## src/rtl/i_wr_sram_reader_if.sv

```systemverilog
// i_wr_sram_reader_if: start/geometry, SRAM read port and pixel stream of the raster SRAM reader.
interface i_wr_sram_reader_if #(
    parameter int DIM_BITS  = 13,
    parameter int ADDR_BITS = 26,
    parameter int DATA_BITS = 32
);
    logic                 start;
    logic [DIM_BITS-1:0]  img_width;
    logic [DIM_BITS-1:0]  img_height;
    logic [ADDR_BITS-1:0] base_addr;
    logic                 sram_rd_en;
    logic [ADDR_BITS-1:0] sram_addr;
    logic [DATA_BITS-1:0] sram_rdata;
    logic [DATA_BITS-1:0] pix_data;
    logic                 pix_valid;
    logic                 pix_ready;
    logic                 pix_eol;
    logic                 pix_eof;
    logic                 busy;
    logic                 done;

    modport slave (
        input  start, img_width, img_height, base_addr, sram_rdata, pix_ready,
        output sram_rd_en, sram_addr, pix_data, pix_valid, pix_eol, pix_eof, busy, done
    );

    modport master (
        output start, img_width, img_height, base_addr, sram_rdata, pix_ready,
        input  sram_rd_en, sram_addr, pix_data, pix_valid, pix_eol, pix_eof, busy, done
    );
endinterface

```

## src/rtl/i_wr_sram_reader.sv

```systemverilog
// i_wr_sram_reader: walks an image in SRAM in raster order and streams pixels tagged with eol/eof.
module i_wr_sram_reader #(
    parameter int DIM_BITS  = 13,
    parameter int ADDR_BITS = 26,
    parameter int DATA_BITS = 32
) (
    input logic               clk,
    input logic               rst,
    i_wr_sram_reader_if.slave bus
);
    typedef enum logic [1:0] {IDLE, READ, DRAIN, DONE} state_t;

    state_t                    r_state, w_next;
    logic [DIM_BITS-1:0]       r_width, r_height, r_col, r_row;
    logic [ADDR_BITS-1:0]      r_addr;
    logic                      r_inf, r_inf_eol, r_inf_eof;
    logic [1:0][DATA_BITS-1:0] r_data;
    logic [1:0]                r_eol, r_eof, r_cnt, w_occ;
    logic                      r_wp, r_rp;
    logic                      w_valid, w_pop, w_issue, w_last_col, w_last;

    always_comb begin
        w_valid    = r_cnt != 2'd0;
        w_pop      = w_valid && bus.pix_ready;
        // buffered + in-flight after this cycle's pop must leave room for the new read
        w_occ      = r_cnt + {1'b0, r_inf} - {1'b0, w_pop};
        w_issue    = r_state == READ && w_occ < 2'd2;
        w_last_col = r_col == r_width - 1'b1;
        w_last     = w_last_col && r_row == r_height - 1'b1;
        w_next     = r_state;
        case (r_state)
            IDLE:    if (bus.start) w_next = (bus.img_width != '0 && bus.img_height != '0) ? READ : DONE;
            READ:    if (w_issue && w_last) w_next = DRAIN;
            DRAIN:   if (w_pop && r_eof[r_rp]) w_next = DONE;
            default: w_next = IDLE;
        endcase
    end

    always_ff @(posedge clk) begin
        if (rst) begin
            r_state   <= IDLE;
            r_width   <= '0;
            r_height  <= '0;
            r_col     <= '0;
            r_row     <= '0;
            r_addr    <= '0;
            r_inf     <= 1'b0;
            r_inf_eol <= 1'b0;
            r_inf_eof <= 1'b0;
            r_data    <= '0;
            r_eol     <= '0;
            r_eof     <= '0;
            r_cnt     <= '0;
            r_wp      <= 1'b0;
            r_rp      <= 1'b0;
        end else begin
            r_state <= w_next;
            if (r_state == IDLE && bus.start) begin
                r_width  <= bus.img_width;
                r_height <= bus.img_height;
                r_addr   <= bus.base_addr;
                r_col    <= '0;
                r_row    <= '0;
            end
            if (w_issue) begin
                r_addr    <= r_addr + 1'b1;
                r_col     <= w_last_col ? '0 : r_col + 1'b1;
                r_row     <= w_last_col ? r_row + 1'b1 : r_row;
                r_inf_eol <= w_last_col;
                r_inf_eof <= w_last;
            end
            r_inf <= w_issue;
            if (r_inf) begin
                r_data[r_wp] <= bus.sram_rdata;
                r_eol[r_wp]  <= r_inf_eol;
                r_eof[r_wp]  <= r_inf_eof;
                r_wp         <= ~r_wp;
            end
            if (w_pop) r_rp <= ~r_rp;
            r_cnt <= w_occ;
        end
    end

    assign bus.sram_rd_en = w_issue;
    assign bus.sram_addr  = r_addr;
    assign bus.pix_valid  = w_valid;
    assign bus.pix_data   = r_data[r_rp];
    assign bus.pix_eol    = w_valid && r_eol[r_rp];
    assign bus.pix_eof    = w_valid && r_eof[r_rp];
    assign bus.busy       = r_state == READ || r_state == DRAIN;
    assign bus.done       = r_state == DONE;
endmodule

```

## src/flat_wrapper.sv

```systemverilog
// flat-port wrapper written by rule: the top's interface ports become plain ports
module i_wr_sram_reader_flat 
#(
    parameter int DIM_BITS  = 13,
    parameter int ADDR_BITS = 26,
    parameter int DATA_BITS = 32
)
  (clk, rst, bus_start, bus_img_width, bus_img_height, bus_base_addr, bus_sram_rdata, bus_pix_ready, bus_sram_rd_en, bus_sram_addr, bus_pix_data, bus_pix_valid, bus_pix_eol, bus_pix_eof, bus_busy, bus_done);
  i_wr_sram_reader_if #(.DIM_BITS(DIM_BITS), .ADDR_BITS(ADDR_BITS), .DATA_BITS(DATA_BITS)) bus_i ();
  input logic clk;
  input logic rst;
  input wire logic [$bits(bus_i.start)-1:0] bus_start;
  input wire logic [$bits(bus_i.img_width)-1:0] bus_img_width;
  input wire logic [$bits(bus_i.img_height)-1:0] bus_img_height;
  input wire logic [$bits(bus_i.base_addr)-1:0] bus_base_addr;
  input wire logic [$bits(bus_i.sram_rdata)-1:0] bus_sram_rdata;
  input wire logic [$bits(bus_i.pix_ready)-1:0] bus_pix_ready;
  output wire logic [$bits(bus_i.sram_rd_en)-1:0] bus_sram_rd_en;
  output wire logic [$bits(bus_i.sram_addr)-1:0] bus_sram_addr;
  output wire logic [$bits(bus_i.pix_data)-1:0] bus_pix_data;
  output wire logic [$bits(bus_i.pix_valid)-1:0] bus_pix_valid;
  output wire logic [$bits(bus_i.pix_eol)-1:0] bus_pix_eol;
  output wire logic [$bits(bus_i.pix_eof)-1:0] bus_pix_eof;
  output wire logic [$bits(bus_i.busy)-1:0] bus_busy;
  output wire logic [$bits(bus_i.done)-1:0] bus_done;
  assign bus_i.start = bus_start;
  assign bus_i.img_width = bus_img_width;
  assign bus_i.img_height = bus_img_height;
  assign bus_i.base_addr = bus_base_addr;
  assign bus_i.sram_rdata = bus_sram_rdata;
  assign bus_i.pix_ready = bus_pix_ready;
  assign bus_sram_rd_en = bus_i.sram_rd_en;
  assign bus_sram_addr = bus_i.sram_addr;
  assign bus_pix_data = bus_i.pix_data;
  assign bus_pix_valid = bus_i.pix_valid;
  assign bus_pix_eol = bus_i.pix_eol;
  assign bus_pix_eof = bus_i.pix_eof;
  assign bus_busy = bus_i.busy;
  assign bus_done = bus_i.done;
  i_wr_sram_reader #(.DIM_BITS(DIM_BITS), .ADDR_BITS(ADDR_BITS), .DATA_BITS(DATA_BITS)) u_core (.clk(clk), .rst(rst), .bus(bus_i));
endmodule
```

## config.mk

```make
export PLATFORM = sky130hd
export DESIGN_NAME = i_wr_sram_reader_flat
export DESIGN_NICKNAME = d
export VERILOG_FILES = /design/src/rtl/i_wr_sram_reader_if.sv /design/src/rtl/i_wr_sram_reader.sv /design/src/flat_wrapper.sv
export SDC_FILE = /design/constraint.sdc
export NUM_CORES = 1
export LEC_CHECK = 0
export ABC_AREA = 1
export BUFFER_PORTS_ARGS = -buffer_cell sky130_fd_sc_hd__buf_4
export CORE_MARGIN = 2
export CORE_UTILIZATION = 56
export DETAILED_ROUTE_END_ITERATION = 10
export GPL_TIMING_DRIVEN = 0
export PLACE_DENSITY = 0.89
export SYNTH_ARGS = -nofsm -noshare
export SYNTH_HDL_FRONTEND = slang
export SYNTH_SLANG_ARGS = --single-unit
```

## constraint.sdc

```tcl
create_clock -name clk -period 3.6 [get_ports clk]
set_input_delay 0 -clock clk [delete_from_list [all_inputs] [get_ports clk]]
set_output_delay 0 -clock clk [all_outputs]
set_load 0.03 [all_outputs]
```

Yosys cells after proc, flatten, opt, wreduce, memory -nomap -nowiden --
Index checks and enable logic that the tools add are counted.
Operators by class: add/subtract/negate cells 7, $lt $le $gt $ge 4, eq/ne operators 9, mux-type cells 25, bitwise operators 2, reductions and logical operators 18
Operator list (number):
- 32-bit 2-to-1 mux | 3
- 13-bit 2-to-1 mux | 5
- 64-bit bitwise mux | 1
- 26-bit 2-to-1 mux | 2
- 32-bit demux with 1-bit select | 1
- 13-bit by 1-bit adder with 13-bit output (second input constant) | 2
- 26-bit by 1-bit adder with 26-bit output (second input constant) | 1
- 13-bit equality test | 2
- 13-bit nonzero test | 2
- 13-bit by 1-bit subtractor with 13-bit output (second input constant) | 2
- 1-bit logical AND | 10
- 2-bit 2-to-1 mux | 4
- 2-bit one-hot mux with 3 select lines | 1
- 1-bit 2-to-1 mux | 5
- 2-bit bitwise mux | 2
- 2-bit equality test (second input constant) | 2
- 1-bit by 2-bit < comparator with 1-bit output (second input constant) | 2
- 2-bit by 1-bit != test with 1-bit output (second input constant) | 2
- 2-bit != test (second input constant) | 2
- 2-bit nonzero test | 2
- 3-bit AND reduction | 1
- 2-bit by 1-bit adder with 2-bit output | 1
- 2-bit by 1-bit equality test with 1-bit output (second input constant) | 1
- 2-bit zero test | 1
- 7 further kinds | 8
Storage, ports and cells: flip-flop bits (word level) 155, input bits 88, output and inout bits 64

Depth between registers and ports, before layout --
Gate-level depths: netlist of run 1.
word-level depth 8, gate-level depth with buffers 18, mapped depth without buffers 18

Worst setup path before layout of run 1 --
OpenSTA, ideal clock, no wires.
path type register to register, start register u_core.r_cnt[1], end register u_core.r_row[8], arrival 2.517 ns, data required time 3.462 ns, slack 0.946 ns, stages on the path, launching flop included 19, buffers on the path 2, cell sequence dfxtp_1 nor2_1 inv_1 nand2_1 inv_1 ha_1 inv_1 ha_1 xnor2_1 xor2_1 nand2_1 buf_4 inv_1 nand4_1 nand2_1 inv_1 buf_4 nand2_1 a21oi_2
Between the ends: longest elaborated chain between the ends 7, elaborated cells between the ends (all ways) 10, classes of those cells 2 x add/sub; 1 x order compare; 1 x eq/ne; 1 x mux; 5 x reduce/logical
RTL lines:
- start, declared | line i_wr_sram_reader.sv:18 | logic [1:0] r_eol, r_eof, r_cnt, w_occ;
- start signal, assigned | line i_wr_sram_reader.sv:80 | r_cnt <= w_occ;
- 2-bit nonzero test (*) | line i_wr_sram_reader.sv:23 | w_valid = r_cnt != 2'd0;
- net bus_pix_valid | line flat_wrapper.sv:21 | output wire logic [$bits(bus_i.pix_valid)-1:0] bus_pix_valid;
- 1-bit logical AND (*) | line i_wr_sram_reader.sv:24 | w_pop = w_valid && bus.pix_ready;
- net u_core.w_pop | line i_wr_sram_reader.sv:20 | logic w_valid, w_pop, w_issue, w_last_col, w_last;
- 2-bit by 1-bit subtractor with 2-bit output (*) | line i_wr_sram_reader.sv:26 | w_occ = r_cnt + {1'b0, r_inf} - {1'b0, w_pop};
- 2-bit < comparator (*) | line i_wr_sram_reader.sv:27 | w_issue = r_state == READ && w_occ < 2'd2;
- 1-bit logical AND (*) | line i_wr_sram_reader.sv:27
- 2-bit by 1-bit != test with 1-bit output (no line) / 2-bit nonzero test (equally long branches)
- 2-bit AND reduction (no line)
- end signal, assigned | line i_wr_sram_reader.sv:68 | r_row <= w_last_col ? r_row + 1'b1 : r_row;
- end, declared | line i_wr_sram_reader.sv:14 | logic [DIM_BITS-1:0] r_width, r_height, r_col, r_row;
The timed path passes the listed nets; every way through them passes the cells marked *. A chain may end at the register's enable or synchronous reset.

Worst setup path after layout of run 1 --
start register u_core.r_cnt[1], end register u_core.r_col[11]
Between the ends: longest elaborated chain between the ends 6, elaborated cells between the ends (all ways) 8, classes of those cells 2 x add/sub; 1 x order compare; 1 x mux; 4 x reduce/logical
RTL lines:
- 2-bit nonzero test (*) | line i_wr_sram_reader.sv:23
- 1-bit logical AND (*) | line i_wr_sram_reader.sv:24
- net u_core.w_pop | line i_wr_sram_reader.sv:20
- 2-bit by 1-bit subtractor with 2-bit output (*) | line i_wr_sram_reader.sv:26
- 2-bit < comparator (*) | line i_wr_sram_reader.sv:27
- 1-bit logical AND (*) | line i_wr_sram_reader.sv:27
- 13-bit 2-to-1 mux / 2-bit nonzero test (equally long branches)
- end signal, assigned | line i_wr_sram_reader.sv:67 | r_col <= w_last_col ? '0 : r_col + 1'b1;
- end, declared | line i_wr_sram_reader.sv:14
Marks and branches as above.

==> results.toml, run 1 <==
[drt]
via_count = 9086
initialDrtViolationCount = 815
wl_per_cell_um = 15.4
dr.pass1.iters = 6
avgViaCountPerCell = 5.54
post-route-drc-count = 0
ant_nets = 0
finalWirelength_um = 25300

[floorplan]
rows = 43
dieArea_sq_mm = 0.0152
start_util_pct = 57.3
die_h_um = 123
core_sq_mm = 0.0139
die_w_um = 123
ios = 152

[timing]
finalCriticalPeriod_ns = 3.14
setup_tns_ns = 0
skew_ns = 0.00866
finalCritPeriodShare_pct = 87.2
fmax_mhz = 318
drv_slew = 0
tightest_slew_ns = 0.691
maxSlewHeadroom_pct = 54.0
hold_viol = 0
rsz0062_at_grt = "no"
setup_viol_count_final = 0

[clock_tree]
clk_pin_slew_ns = 0.06
cts_root_buf = "clkbuf_16"
post_cts_buffers = 0
htree_levels = 4
clkLatencyLatePin_ns = 0.43
cts_tree = "done"
cts_resized = 0
cts_sinks = 155
numCtsBuffers = 17
clock_path_buffers = 2

[global_routing]
grt_usage_pct = 33.6
grt_max_degree = 17
grt_overflow = 0
antenna_found_initial = 0
grt_pass1_vias = 8804
grt_pass1_wl_um = 40600

[power_and_ir_drop]
p_switching_w = 0.00289
pwr-share-comb_pct = 41.6
seqPwrFrac_pct = 33.2
peakVddDrop_uv = 518
power_density_mw_per_mm2 = 650
internal-power_w = 0.00410
switching_share_pct = 41.4
p_leak_nw = 4.80
clockPowerShare_pct = 25.3

[cells_and_area]
diodes = 0
fillCellCount = 932
post-route-util_pct = 77.3
nets = 1547
final_layout_size_suffix_gt1_share_pct = 15.2
synthToLayoutAreaGrowth_pct = 34.8
fin_cells = 1640

[logic_synthesis]
ys_seq_elements = 155
syn_nets = 1292
synth_area_sq_mm = 0.00799
yosysWarningCount = 0
synth_cell_type_count = 38
syn_inst = 1193
yosysSeqAreaShare_pct = 38.8
avgSynthCellArea_sq_um = 6.70

[placed_design]
numPortBuffers = 151
hpwl_um = 16100
gp_congestion = 0.925
place_inst = 1524

[job]
maxCapViolations = 0

[critical_path]
end_kind = "flop"
cp.arrival_ns = 3.45
startpoint_type = "flop"
crit_type = "reg2reg"
cp.required_ns = 3.91
critPathMaxFanout = 10

[outcome]
status = "finished clean"

[worst_hold_path]
min_path_type = "in2reg"
## cell usage after synthesis (all sizes together)
cell type | instances | area (sq um)
o21a | 1 | 7.51
or2 | 3 | 18.8
a31oi | 9 | 56.3
clkbuf | 42 | 158
nand2 | 284 | 1080
nand4 | 15 | 93.8
a211oi | 1 | 7.51
nand3b | 2 | 15.0
o211ai | 9 | 67.6
clkinv | 4 | 15.0
buf | 7 | 60.1
xor2 | 28 | 245
nor2 | 219 | 863
nor3 | 9 | 45.0
nor4 | 12 | 81.3
nand3 | 67 | 383
o21bai | 1 | 7.51
a221oi | 1 | 8.76
mux2i | 1 | 10.0
o21ai | 129 | 646
dfxtp | 155 | 3100
ha | 11 | 138
o221ai | 1 | 8.76
inv | 111 | 417
o22ai | 11 | 68.8
o311ai | 2 | 17.5
a21oi | 48 | 278
xnor2 | 10 | 87.6
## what timing repair did
item,4_1_cts,5_1_grt
hold endpoints to repair,117,0
hold buffers,85,0
setup endpoints to repair,0,0
## metrics by stage
stage               setup slack [ns]  power [W]  instance area (sq um)  hold WS, ns
global route                   0.226    0.00740                  10800       0.0647
finish                         0.460    0.00700                  10800       0.0406
detailed placement             0.535    0.00506                   9350        0.236
global placement               0.601    0.00499                   9350        0.227
CTS                            0.548    0.00690                  10800       0.0185
floorplan                      0.946    0.00420                   7990        0.135
## critical path: stages (launching register included)
cell and delay (ns):
dfxtp_1 0.32, nor2_1 0.23, inv_1 0.09, nand2_1 0.14, inv_1 0.07, ha_1 0.27, inv_1 0.04, ha_1 0.18
xnor2_1 0.17, xor2_1 0.21, nand2_1 0.09, buf_4 0.20, nand2_1 0.24, inv_1 0.19, nand2_2 0.23, buf_4 0.23
o22ai_1 0.11
## area by class of cell
| class | count | area, sq um | area share (%) |
|---|---|---|---|
| plain buffers | 49 | 218 | 2.02 |
| clock buffers | 25 | 485 | 4.51 |
| clock inverters | 6 | 86.3 | 0.801 |
| inverters | 115 | 432 | 4.01 |
| multi-input cells | 874 | 4240 | 39.3 |
| flip-flops and latches | 155 | 3100 | 28.8 |
| well taps | 180 | 225 | 2.09 |
| repair buffers | 236 | 1980 | 18.4 |
## power by group through the flow
stage | registers [W] | clock network (W) | logic [W]
CTS | 0.00230 | 0.00177 | 0.00284
global placement | 0.00232 | 0 | 0.00267
detailed placement | 0.00233 | 0 | 0.00273
floorplan | 0.00242 | 0 | 0.00177
finish | 0.00232 | 0.00177 | 0.00291
global route | 0.00235 | 0.00185 | 0.00320
## metal layers
metal  vias up  GRT usage [%]  share of wire, %
li1       4373              -                 -
met1      4140           39.9                40
met2       467           56.2                48
met3       106           9.59               8.4
met4         0           15.0               3.3
met5         -              0                 0
## cell usage in the layout, fill, tap and decap left out, types with 4 or more instances in the layout
cell type      Yosys  routed
xnor2_1           10      10
clkbuf_1          42      47
clkbuf_16          0      17
nand3_1           59      59
nor4_1            11      11
a21oi_2           10      10
nand2_2            7       7
a21oi_1           38      38
dlygate4sd3_1      0      85
a31oi_1            9       9
nor2_2             7       7
xor2_1            28      28
nand4_1           15      15
nor2_1           210     210
o21ai_0          129     129
dfxtp_1          155     155
o211ai_1           9       9
ha_1              11      11
clkinv_1           4       4
o22ai_1           11      11
nand2_1          277     277
nor3_1             9       9
inv_1            111     111
buf_4              4     155
nand3_2            7       7
## logic make-up after synthesis
group                      synth area share (%)
and+or+nand+nor                            32.3
AOI/OAI and AO/OA                          14.7
buffers and inverters                      8.13
DFF                                        38.8
xor gates and xnor gates                   4.17
adders and majority gates                  1.72
muxes                                     0.125
## flip-flops by register name, indices dropped and copies added, names as in the netlist, 2 cells and up
name	flops
u_core.bus.sram_addr	26
u_core.r_cnt	2
u_core.r_col	13
u_core.r_data	64
u_core.r_eof	2
u_core.r_eol	2
u_core.r_height	13
u_core.r_row	13
u_core.r_state	2
u_core.r_width	13
## final timing paths
path,startpoint,to,slack [ns],depth (start not counted)
worst max-delay path,u_core.r_cnt[1]$_SDFF_PP0_,u_core.r_col[11]$_SDFFE_PP0P_,0.46,16
worst min-delay path,rst,u_core.bus.sram_addr[20]$_SDFFE_PP0P_,0.04,4
worst max register to register,u_core.r_cnt[1]$_SDFF_PP0_,u_core.r_col[11]$_SDFFE_PP0P_,0.46,16
worst min register to register,u_core.r_data[26]$_SDFFE_PP0P_,u_core.r_data[26]$_SDFFE_PP0P_,0.47,2
Power figures use the tool's default switching activity.
==> inputs of run 2 (changes only) <==
Settings changed: ABC_AREA 1 to 0, CAP_MARGIN set to 20.
==> results.toml, run 2 <==
[outcome]
status = "finished clean"

[floorplan]
start_util_pct = 56.9
ios = 152
core_sq_mm = 0.0138
rows = 43
die_h_um = 122
die_w_um = 122
dieArea_sq_mm = 0.0149

[cells_and_area]
fillCellCount = 864
synthToLayoutAreaGrowth_pct = 36.3
nets = 1355
fin_area_sq_mm = 0.0107
multiInputGateArea_sq_mm = 0.00442
final_layout_size_suffix_gt1_share_pct = 19.5
regArea_sq_mm = 0.00310
final_cell_mix = "nand2_1 (249), dfxtp_1 (155), buf_4 (153)"
layout_commonest_cell = "nand2_1"
regMostFlops = "u_core.r_data"
largest_register_ffs = 64

[critical_path]
cp.arrival_ns = 3.80
startpoint_type = "flop"
end_kind = "flop"
cpMostUsedCell = "inv_1"
crit_family = "simple AND/OR/NAND/NOR gates"
crit_type = "reg2reg"
slowest_delay_ns = 0.55
cp.required_ns = 3.94
r2r_slack_ns = 0.14
crit_chain = "nor2_1 > inv_1 > nand2_1 > inv_1 > ha_1 > inv_1 > ha_1 > xor2_1 > xnor2_1 > nand2_2 > inv_4 > nand2_2 > or4_1 > or3_1 > a31oi_1"
crit_path_top_delay_cell = "or4_1"
critPathBufInv = 4
critPathMaxFanout = 10

[logic_synthesis]
avgSynthCellArea_sq_um = 7.82
synthFlopType = "dfxtp_1"
synth_commonest_cells = "nand2_1 (250), dfxtp_1 (155), a21oi_1 (139), nor2_1 (52), clkbuf_1 (39)"
syn_inst = 1002
synth_most_common_cell = "nand2_1"
syn_nets = 1101
yosysSeqAreaShare_pct = 39.6
yosysWarningCount = 0
ys_seq_elements = 155
synth_top_area_share_pct = 39.6
synth_area_sq_mm = 0.00783
async_reset_ff_share_pct = 0
synth_area_leaders = "dfxtp_1 (40%), nand2_1 (12%), a21oi_1 (8.9%), mux2_2 (5.0%), xnor2_1 (3.4%)"
synth_edf_count = 0
synth_cell_type_count = 70
synth_top_area_cell = "dfxtp_1"

[clock_tree]
cts_sinks = 155
clock_path_buffers = 2
cts_root_buf = "clkbuf_16"
clk_pin_slew_ns = 0.07
htree_levels = 4
cts_tree = "done"
numCtsBuffers = 17
clkLatencyLatePin_ns = 0.43

[placed_design]
gp_congestion = 0.956
hpwl_um = 16000
placed_cell_area_sq_mm = 0.00918
numPortBuffers = 150

[drt]
initialDrtViolationCount = 918
wl_met2_um = 12400
avgViaCountPerCell = 6.00
dr.pass1.iters = 5
ant_nets = 0
finalWirelength_um = 25500
met1_length_um = 9870
wl_per_cell_um = 17.6
post-route-drc-count = 0
top_layer = "met4"
wl_met3_um = 2190
via_count = 8694

[timing]
finalCriticalPeriod_ns = 3.46
rsz0062_at_grt = "no"
finalCritPeriodShare_pct = 96.0
maxSlewHeadroom_pct = 51.9
hold_viol = 0
setup_tns_ns = 0
drv_slew = 0
tightest_slew_ns = 0.722
setup_viol_count_final = 0
fmax_mhz = 289
skew_ns = 0.0124

[power_and_ir_drop]
seqPwrFrac_pct = 32.9
p_switching_w = 0.00258
clockPowerShare_pct = 29.0
switching_share_pct = 39.1
peakVddDrop_uv = 434
pwr-share-comb_pct = 38.2
internal-power_w = 0.00402
p_leak_nw = 4.13
power_density_mw_per_mm2 = 618

[job]
maxCapViolations = 0

[worst_hold_path]
min_path_type = "in2reg"

[global_routing]
grt_pass1_wl_um = 40800
grt_pass1_vias = 8640
grt_overflow = 0
grt_usage_pct = 34.3
antenna_found_initial = 0
grt_max_degree = 17
run 2: what timing repair did:
item,in CTS,in global routing
endpoints found under the hold margin,116,0
hold buffers,84,0
resized for setup,0,9
setup buffers,0,1
endpoints found under the setup margin,0,31
run 2: final timing paths:
kind         cells after the start                                     to                           from
min reg2reg                      2          u_core.r_data[9]$_SDFFE_PP0P_  u_core.r_data[9]$_SDFFE_PP0P_
max reg2reg                     15  u_core.bus.sram_addr[11]$_SDFFE_PP0P_     u_core.r_cnt[1]$_SDFF_PP0_
max                             15  u_core.bus.sram_addr[11]$_SDFFE_PP0P_     u_core.r_cnt[1]$_SDFF_PP0_
min                              4         u_core.r_state[1]$_SDFFE_PP0P_                      bus_start
run 2: power groups by stage:
stage               Sequential [W]  Clock, W  Combinational, W
global placement           0.00217         0           0.00226
CTS                        0.00215   0.00191           0.00241
finish                     0.00217   0.00191           0.00252
global route               0.00219   0.00199           0.00269
detailed placement         0.00218         0           0.00231
floorplan                  0.00228         0           0.00148
run 2: worst register-to-register path, cell delays in order (launching register included):
cell and delay (ns):
dfxtp_1 0.32, nor2_1 0.22, inv_1 0.12, nand2_1 0.19, inv_1 0.07, ha_1 0.29
inv_1 0.07, ha_1 0.20, xor2_1 0.15, xnor2_1 0.25, nand2_2 0.13, inv_4 0.15
nand2_2 0.15, or4_1 0.55, or3_1 0.34, a31oi_1 0.17
run 2: logic make-up (layout without fill, tap and decap cells):
family          Yosys count  in the layout  synth area share [%]
mux                      46             46                  6.45
flops                   155            155                  39.6
xor+xnor                 38             38                  4.25
buf+inv                  78            345                  4.07
other cells               0              1                     0
simple gates            444            444                  26.3
compound gates          230            230                  17.5
fa+ha+maj                11             11                  1.76
run 2: final cells by class:
type                    count  share of cell area, %
clock buffers              20                   4.19
flip-flops and latches    155                   29.1
inverters                  17                  0.621
diodes                      1                 0.0234
repair buffers            235                   18.5
multi-input cells         769                   41.4
clock inverters            12                   1.64
plain buffers              61                   2.43
well taps                 180                   2.11
run 2: metal layers:
layer	track usage (%)	vias to the layer above
met4	19.3	0
met5	0	-
li1	-	4019
met3	9.20	111
met2	57.6	540
met1	39.5	4024
run 2: stage by stage:
step	worst slack, ns	hold WS (ns)	utilization (%)	cells	power [W]
after floorplan	0.320	0.136	-	1002	0.00376
after global placement	0.126	0.250	66.7	1332	0.00443
after detailed placement	0.0804	0.261	66.7	1332	0.00449
after CTS	0.00322	0.0203	77.3	1448	0.00648
after global routing	0.0320	0.0479	77.5	1449	0.00687
final	0.144	0.0572	77.5	1450	0.00660
